--- src/rtl/kf8259_acknowledge_sequencer_if.sv ---
// kf8259_acknowledge_sequencer_if: request/ISR inputs, INTA handshake, OCW2 and vector bus of the acknowledge sequencer
interface kf8259_acknowledge_sequencer_if;
  logic [7:0] interrupt_request;
  logic [7:0] in_service_register;
  logic [7:0] highest_level_in_service;
  logic       interrupt_acknowledge_n;
  logic       write_ocw2;
  logic [7:0] ocw2_data;
  logic       auto_eoi_config;
  logic [4:0] vector_base;
  logic       interrupt_to_cpu;
  logic       latch_in_service;
  logic [7:0] interrupt;
  logic [7:0] end_of_interrupt;
  logic [2:0] priority_rotate;
  logic       out_control_logic_data;
  logic [7:0] control_logic_data;
  modport slave (
    input  interrupt_request, in_service_register, highest_level_in_service, interrupt_acknowledge_n,
           write_ocw2, ocw2_data, auto_eoi_config, vector_base,
    output interrupt_to_cpu, latch_in_service, interrupt, end_of_interrupt, priority_rotate,
           out_control_logic_data, control_logic_data
  );
  modport master (
    output interrupt_request, in_service_register, highest_level_in_service, interrupt_acknowledge_n,
           write_ocw2, ocw2_data, auto_eoi_config, vector_base,
    input  interrupt_to_cpu, latch_in_service, interrupt, end_of_interrupt, priority_rotate,
           out_control_logic_data, control_logic_data
  );
endinterface

--- src/rtl/kf8259_acknowledge_sequencer.sv ---
// kf8259_acknowledge_sequencer: priority resolution, 8086 two-pulse INTA sequencing, vector drive and OCW2 EOI/rotate
module kf8259_acknowledge_sequencer #(
  parameter logic [2:0] SPURIOUS_LEVEL = 3'd7
) (
  input logic clock,
  input logic reset,
  kf8259_acknowledge_sequencer_if.slave bus
);
  typedef enum logic [2:0] {IDLE, PEND, ACK1, WAIT2, ACK2} state_t;
  state_t state, state_n;
  logic inta_prev, inta_fall, inta_rise;
  logic rotate_in_aeoi, rotate_in_aeoi_n;
  logic spurious, spurious_n;
  logic [2:0] level, level_n, rot, ocw2_level;
  logic [7:0] rreq, rhi, rwin, rel, eligible, ocw2_onehot;
  logic [15:0] rreq2, rhi2, rel2;
  logic int_n, latch_n, drive_n;
  logic [7:0] interrupt_n, eoi_n, data_n;
  logic [2:0] rotate_n;
  function automatic logic [2:0] onehot_index(input logic [7:0] v);
    onehot_index = 3'd0;
    for (int i = 0; i < 8; i++) if (v[i]) onehot_index = 3'(i);
  endfunction
  assign inta_fall = inta_prev & ~bus.interrupt_acknowledge_n;
  assign inta_rise = ~inta_prev & bus.interrupt_acknowledge_n;
  assign ocw2_level = bus.ocw2_data[2:0];
  assign ocw2_onehot = 8'd1 << ocw2_level;
  // rotate so the highest-priority level sits at bit 0, pick lowest set bit, gate by in-service level, rotate back
  always_comb begin
    rot = bus.priority_rotate + 3'd1;
    rreq2 = {bus.interrupt_request, bus.interrupt_request} >> rot;
    rhi2 = {bus.highest_level_in_service, bus.highest_level_in_service} >> rot;
    rreq = rreq2[7:0];
    rhi = rhi2[7:0];
    rwin = rreq & (~rreq + 8'd1);
    rel = rwin & ((rhi == 8'd0) ? 8'hFF : rhi - 8'd1);
    rel2 = {rel, rel} << rot;
    eligible = rel2[15:8];
  end
  always_comb begin
    state_n = state;
    int_n = bus.interrupt_to_cpu;
    latch_n = 1'b0;
    interrupt_n = bus.interrupt;
    eoi_n = 8'd0;
    rotate_n = bus.priority_rotate;
    drive_n = bus.out_control_logic_data;
    data_n = bus.control_logic_data;
    level_n = level;
    spurious_n = spurious;
    rotate_in_aeoi_n = rotate_in_aeoi;
    case (state)
      IDLE: if (eligible != 8'd0) begin
        int_n = 1'b1;
        state_n = PEND;
      end
      PEND: if (inta_fall) begin
        int_n = 1'b0;
        interrupt_n = eligible;
        latch_n = |eligible;
        spurious_n = ~|eligible;
        level_n = |eligible ? onehot_index(eligible) : SPURIOUS_LEVEL;
        state_n = ACK1;
      end
      ACK1: if (inta_rise) state_n = WAIT2;
      WAIT2: if (inta_fall) begin
        drive_n = 1'b1;
        data_n = {bus.vector_base, level};
        state_n = ACK2;
      end
      ACK2: if (inta_rise) begin
        drive_n = 1'b0;
        data_n = 8'd0;
        interrupt_n = 8'd0;
        eoi_n = (bus.auto_eoi_config && !spurious) ? bus.interrupt : 8'd0;
        rotate_n = (bus.auto_eoi_config && !spurious && rotate_in_aeoi) ? level : bus.priority_rotate;
        state_n = IDLE;
      end
      default: state_n = IDLE;
    endcase
    // OCW2 applies last so its rotate update overrides the AEOI one while EOIs merge
    if (bus.write_ocw2) begin
      case (bus.ocw2_data[7:5])
        3'b001: eoi_n = eoi_n | bus.highest_level_in_service;
        3'b011: eoi_n = eoi_n | ocw2_onehot;
        3'b101: begin
          eoi_n = eoi_n | bus.highest_level_in_service;
          if (|bus.highest_level_in_service) rotate_n = onehot_index(bus.highest_level_in_service);
        end
        3'b111: begin
          eoi_n = eoi_n | ocw2_onehot;
          rotate_n = ocw2_level;
        end
        3'b110: rotate_n = ocw2_level;
        3'b100: rotate_in_aeoi_n = 1'b1;
        3'b000: rotate_in_aeoi_n = 1'b0;
        default: ;
      endcase
    end
  end
  always_ff @(posedge clock) begin
    if (!reset) begin
      state <= IDLE;
      inta_prev <= 1'b1;
      rotate_in_aeoi <= 1'b0;
      spurious <= 1'b0;
      level <= 3'd0;
      bus.interrupt_to_cpu <= 1'b0;
      bus.latch_in_service <= 1'b0;
      bus.interrupt <= 8'd0;
      bus.end_of_interrupt <= 8'd0;
      bus.priority_rotate <= 3'b111;
      bus.out_control_logic_data <= 1'b0;
      bus.control_logic_data <= 8'd0;
    end else begin
      state <= state_n;
      inta_prev <= bus.interrupt_acknowledge_n;
      rotate_in_aeoi <= rotate_in_aeoi_n;
      spurious <= spurious_n;
      level <= level_n;
      bus.interrupt_to_cpu <= int_n;
      bus.latch_in_service <= latch_n;
      bus.interrupt <= interrupt_n;
      bus.end_of_interrupt <= eoi_n;
      bus.priority_rotate <= rotate_n;
      bus.out_control_logic_data <= drive_n;
      bus.control_logic_data <= data_n;
    end
  end
endmodule

--- src/flat_wrapper.sv ---
// flat-port wrapper written by rule: the top's interface ports become plain ports
module kf8259_acknowledge_sequencer_flat 
#(
  parameter logic [2:0] SPURIOUS_LEVEL = 3'd7
)
  (clock, reset, bus_interrupt_request, bus_in_service_register, bus_highest_level_in_service, bus_interrupt_acknowledge_n, bus_write_ocw2, bus_ocw2_data, bus_auto_eoi_config, bus_vector_base, bus_interrupt_to_cpu, bus_latch_in_service, bus_interrupt, bus_end_of_interrupt, bus_priority_rotate, bus_out_control_logic_data, bus_control_logic_data);
  kf8259_acknowledge_sequencer_if bus_i ();
  input logic clock;
  input logic reset;
  input wire logic [$bits(bus_i.interrupt_request)-1:0] bus_interrupt_request;
  input wire logic [$bits(bus_i.in_service_register)-1:0] bus_in_service_register;
  input wire logic [$bits(bus_i.highest_level_in_service)-1:0] bus_highest_level_in_service;
  input wire logic [$bits(bus_i.interrupt_acknowledge_n)-1:0] bus_interrupt_acknowledge_n;
  input wire logic [$bits(bus_i.write_ocw2)-1:0] bus_write_ocw2;
  input wire logic [$bits(bus_i.ocw2_data)-1:0] bus_ocw2_data;
  input wire logic [$bits(bus_i.auto_eoi_config)-1:0] bus_auto_eoi_config;
  input wire logic [$bits(bus_i.vector_base)-1:0] bus_vector_base;
  output wire logic [$bits(bus_i.interrupt_to_cpu)-1:0] bus_interrupt_to_cpu;
  output wire logic [$bits(bus_i.latch_in_service)-1:0] bus_latch_in_service;
  output wire logic [$bits(bus_i.interrupt)-1:0] bus_interrupt;
  output wire logic [$bits(bus_i.end_of_interrupt)-1:0] bus_end_of_interrupt;
  output wire logic [$bits(bus_i.priority_rotate)-1:0] bus_priority_rotate;
  output wire logic [$bits(bus_i.out_control_logic_data)-1:0] bus_out_control_logic_data;
  output wire logic [$bits(bus_i.control_logic_data)-1:0] bus_control_logic_data;
  assign bus_i.interrupt_request = bus_interrupt_request;
  assign bus_i.in_service_register = bus_in_service_register;
  assign bus_i.highest_level_in_service = bus_highest_level_in_service;
  assign bus_i.interrupt_acknowledge_n = bus_interrupt_acknowledge_n;
  assign bus_i.write_ocw2 = bus_write_ocw2;
  assign bus_i.ocw2_data = bus_ocw2_data;
  assign bus_i.auto_eoi_config = bus_auto_eoi_config;
  assign bus_i.vector_base = bus_vector_base;
  assign bus_interrupt_to_cpu = bus_i.interrupt_to_cpu;
  assign bus_latch_in_service = bus_i.latch_in_service;
  assign bus_interrupt = bus_i.interrupt;
  assign bus_end_of_interrupt = bus_i.end_of_interrupt;
  assign bus_priority_rotate = bus_i.priority_rotate;
  assign bus_out_control_logic_data = bus_i.out_control_logic_data;
  assign bus_control_logic_data = bus_i.control_logic_data;
  kf8259_acknowledge_sequencer #(.SPURIOUS_LEVEL(SPURIOUS_LEVEL)) u_core (.clock(clock), .reset(reset), .bus(bus_i));
endmodule
--- config.mk ---
export PLATFORM = sky130hd
export DESIGN_NAME = kf8259_acknowledge_sequencer_flat
export DESIGN_NICKNAME = d
export VERILOG_FILES = /design/src/rtl/kf8259_acknowledge_sequencer_if.sv /design/src/rtl/kf8259_acknowledge_sequencer.sv /design/src/flat_wrapper.sv
export SDC_FILE = /design/constraint.sdc
export NUM_CORES = 1
export LEC_CHECK = 0
export CAP_MARGIN = 20
export CORE_MARGIN = 4
export CORE_UTILIZATION = 55
export CTS_BUF_LIST = sky130_fd_sc_hd__clkbuf_8
export DETAILED_ROUTE_END_ITERATION = 7
export DONT_BUFFER_PORTS = 1
export GPL_TIMING_DRIVEN = 0
export PLACE_DENSITY = 0.66
export RECOVER_POWER = 50
export SYNTH_ARGS = -nofsm -noshare
export SYNTH_HDL_FRONTEND = slang
export SYNTH_SLANG_ARGS = --single-unit
export TNS_END_PERCENT = 5
--- constraint.sdc ---
create_clock -name clock -period 4.7 [get_ports clock]
set_input_delay 0.705 -clock clock [delete_from_list [all_inputs] [get_ports clock]]
set_output_delay 0.705 -clock clock [all_outputs]
set_load 0.01 [all_outputs]
==> metrics.log <==
[metrics] leakage: 0.001443 uW
[metrics] worst hold slack after final layout: 478.2 ps
[metrics] Worst Reg-to-Reg Cells: 17
[metrics] clock tree from TritonCTS: done
[metrics] cell accounting for the most synthesized area: sky130_fd_sc_hd__dfxtp_1
[metrics] largest cells by area after synthesis: sky130_fd_sc_hd__dfxtp_1 (20%), sky130_fd_sc_hd__mux2i_1 (7.8%), sky130_fd_sc_hd__mux4_2 (4.6%), sky130_fd_sc_hd__nand2_1 (4.1%), sky130_fd_sc_hd__a21oi_1 (3.9%)
[metrics] total power divided by cell area: 302.3 nW/um^2
[metrics] leading cell types in the layout, fill and taps excluded: sky130_fd_sc_hd__nand2_1 (43), sky130_fd_sc_hd__nor2_1 (39), sky130_fd_sc_hd__dfxtp_1 (39), sky130_fd_sc_hd__mux2i_1 (31), sky130_fd_sc_hd__a21oi_1 (31)
[metrics] RSZ-0062 raised after global routing: no
[metrics] result of the run: finished clean
[metrics] hold bufs inserted after CTS: 0
[metrics] endpoint kind of the worst setup timing path: register
[metrics] crit path launch type: register
[metrics] maximum buffer depth of the clock tree: 2
[metrics] launch point of the worst reg-to-reg path: u_core.bus.priority_rotate[0]
[metrics] Final Hold Viols: 0
[metrics] setup slack of the most critical reg-to-reg path: 300 ps
[metrics] relative area change from synthesis to final layout: 6.323%
[metrics] register area share after synthesis: 0.1973
[metrics] Antenna diodes: 0
[metrics] CP Data Required Time: 4930 ps
[metrics] fraction of final layout cells sized beyond drive strength 1: 0.1486
[metrics] Synth cell types: 87
[metrics] number of port buffers: 0
[metrics] DRT Pass-1 Iters: 5
[metrics] share of flip-flops with an asynchronous set or reset: 0
[metrics] number of global-route vias before repair: 3715
[metrics] average cell area after synthesis: 8.044 sq um
[metrics] largest net degree at the start of global routing: 20
[metrics] critical path peak fanout: 19
[metrics] I/O Pins: 72
[metrics] synthesized net count: 536
[metrics] top achievable clock speed: 227.4 MHz
[metrics] number of nets with antenna violations after routing: 0
[metrics] count of H-tree levels built during CTS: 2
[metrics] number of synthesized register bits: 39
[metrics] slew at the pin with the worst max-slew slack: 641.2 ps
[metrics] count of nets after finishing: 541
[metrics] Clk Tree Root Cell: sky130_fd_sc_hd__clkbuf_8
[metrics] number of max-slew violations in the final report: 0
[metrics] proportion of netlist area held by the largest area contributor: 0.1973
[metrics] summed instance area of the synthesized netlist: 3958 sq um
[metrics] Iteration-0 DRC Markers: 338
[metrics] worst clock skew: 6.074 ps
[metrics] register clock-pin slew on the reported worst setup and hold paths: 80 ps
[metrics] core area: 6907 sq um
[metrics] Gate Count Post-Synth: 492
[metrics] Final Critical Period: 4397 ps
[metrics] setup total negative slack: 0 ps
[metrics] standard-cell row count: 30
[metrics] final worst path period share: 0.9355
[metrics] area enclosed by the die boundary: 8616 sq um
[metrics] type of the worst setup path: reg -> reg
[metrics] worst setup path endpoint: u_core.bus.interrupt[3]
[metrics] max-capacitance violation count: 0
[metrics] die outline width: 92.83 um
[metrics] overall global routing resource usage: 0.2835
[metrics] clock insertion delay at the later pin of the skew report: 300 ps
[metrics] launch point of the worst path: u_core.bus.priority_rotate[0]
[metrics] commonest non-fill, non-tap cell in the layout: sky130_fd_sc_hd__nand2_1
[metrics] number of antenna violations at the first check in global routing: 0
[metrics] number of enable flip-flop cells after synthesis: 0
[metrics] routed length per placed instance: 20.83 um
[metrics] weighted congestion at the end of routability-driven global placement: 0.9676
[metrics] slew margin rel.: 0.5725
[metrics] leftover overflow at the end of global routing: 0
[metrics] buffer count from post-CTS setup fixing: 0
[metrics] capture instance of the worst register-to-register path: u_core.bus.interrupt[3]
[metrics] first-pass GRT wire length: 19.57 mm
[metrics] vias after detailed routing: 4001
[metrics] data arrival time at the worst-slack endpoint: 4630 ps
[metrics] Setup Viol. Count Final: 0
[metrics] starting density of the core: 0.5730
[metrics] number of sinks handled by clock tree synthesis: 39
[metrics] Via-to-Cell Ratio: 6.736
[metrics] Peak supply drop: 210.0 uV
[metrics] drt drc: 0
[metrics] worst min-delay path class: reg -> reg
[metrics] most common flop cell mapped by yosys: sky130_fd_sc_hd__dfxtp_1
[metrics] HPWL reported at the end of detailed placement: 9.569 mm
[metrics] chip height: 92.83 um
[metrics] total detailed-routing wirelength: 12.37 mm
[metrics] number of buffers inserted during clock tree synthesis: 5
[metrics] Synth warnings: 0
-- sequential cells by signal (all words and copies together), names as in the netlist, 3 cells and up --
register and cells:
u_core.bus.control_logic_data 8, u_core.bus.end_of_interrupt 8, u_core.bus.interrupt 8, u_core.bus.priority_rotate 3, u_core.level 3, u_core.state 3
-- routing by layer --
layer	global-route usage	part of all wire	up-vias
met5	0	0	-
met4	0.05617	0.0085	0
met3	0.05118	0.084	9
met2	0.4325	0.45	170
met1	0.4168	0.46	1962
li1	-	-	1860
-- cell families after synthesis --
kind of cell	after synthesis	share of synthesized area
simple gates	208	0.2988
compound gates	135	0.2533
mux	53	0.1672
buf+inv	47	0.05564
flops	39	0.1973
xor+xnor	8	0.02150
fa+ha+maj	2	0.006322
-- worst max-delay path, stage by stage (launching register included) --
cell and delay [ps]:
sky130_fd_sc_hd__dfxtp_1 370, sky130_fd_sc_hd__ha_1 290, sky130_fd_sc_hd__xnor2_2 290, sky130_fd_sc_hd__buf_4 260
sky130_fd_sc_hd__buf_2 260, sky130_fd_sc_hd__buf_4 290, sky130_fd_sc_hd__a21oi_1 140, sky130_fd_sc_hd__and2_1 180
sky130_fd_sc_hd__a21oi_1 130, sky130_fd_sc_hd__ha_2 280, sky130_fd_sc_hd__nand3_1 140, sky130_fd_sc_hd__o221ai_2 260
sky130_fd_sc_hd__nand3_1 240, sky130_fd_sc_hd__or4_1 500, sky130_fd_sc_hd__o41ai_1 90, sky130_fd_sc_hd__a21oi_1 140
sky130_fd_sc_hd__a211o_1 320, sky130_fd_sc_hd__a21boi_1 140
-- cells in the mapped netlist, drive strengths merged, types with 3 or more instances --
master	instances
o221ai	5
a22oi	14
mux2i	33
xnor2	5
nor4	7
o311ai	3
o22a	3
o21a	3
nor3b	14
o21ai	21
inv	7
nor2b	20
o21bai	3
a21oi	31
a2111oi	3
a21boi	6
o2111ai	3
xor2	3
o32ai	4
clkbuf	22
nand3	17
o31ai	3
and2	10
mux2	12
buf	18
nand2b	7
nor3	21
nand2	43
and3	7
nand4	6
or2	3
nand3b	3
a211oi	9
o211ai	3
a211o	3
dfxtp	39
nor2	41
mux4	8
-- report_power, final --
part	total [uW]	switching, uW	internal, uW
clock network	285	127	158
registers	389	32.3	356
logic	598	365	234
total	1270	524	748
-- stage by stage --
stage	instances	setup slack [ps]	utilization	total power [uW]	area [sq um]
floorplan	492	733.7	-	845.2	3958
global placement	588	-128.7	0.5904	969.7	4078
detailed placement	588	-178.8	0.5904	975.0	4078
CTS	594	76.21	0.6058	1258	4184
global route	594	13.19	0.6092	1338	4208
finish	594	303.2	0.6092	1272	4208
-- how the worst min path moves through the flow --
stage	start	endpoint	slack, ps	cells after the start
final	u_core.rotate_in_aeoi	u_core.rotate_in_aeoi	480	2
after global routing	u_core.spurious	u_core.spurious	530	2
after CTS	u_core.rotate_in_aeoi	u_core.rotate_in_aeoi	480	2
after detailed placement	u_core.rotate_in_aeoi	u_core.rotate_in_aeoi	470	2
after global placement	u_core.spurious	u_core.spurious	460	2
after floorplan	u_core.spurious	u_core.spurious	440	2
-- repair_timing --
action,4_1_cts,5_1_grt
hold endpoints to repair,0,0
pin swaps,0,0
gates resized for setup,1,7
endpoints found under the setup margin,8,11
-- cell type report --
type / count / area, sq um
fillers: 655 / 2699
flip-flops and latches: 39 / 780.7
multi-input cells: 406 / 2978
clock inverters: 3 / 43.79
clock buffers: 5 / 68.82
inverters: 7 / 26.28
well taps: 96 / 120.1
plain buffers: 38 / 190.2
Power figures use the tool's default switching activity.
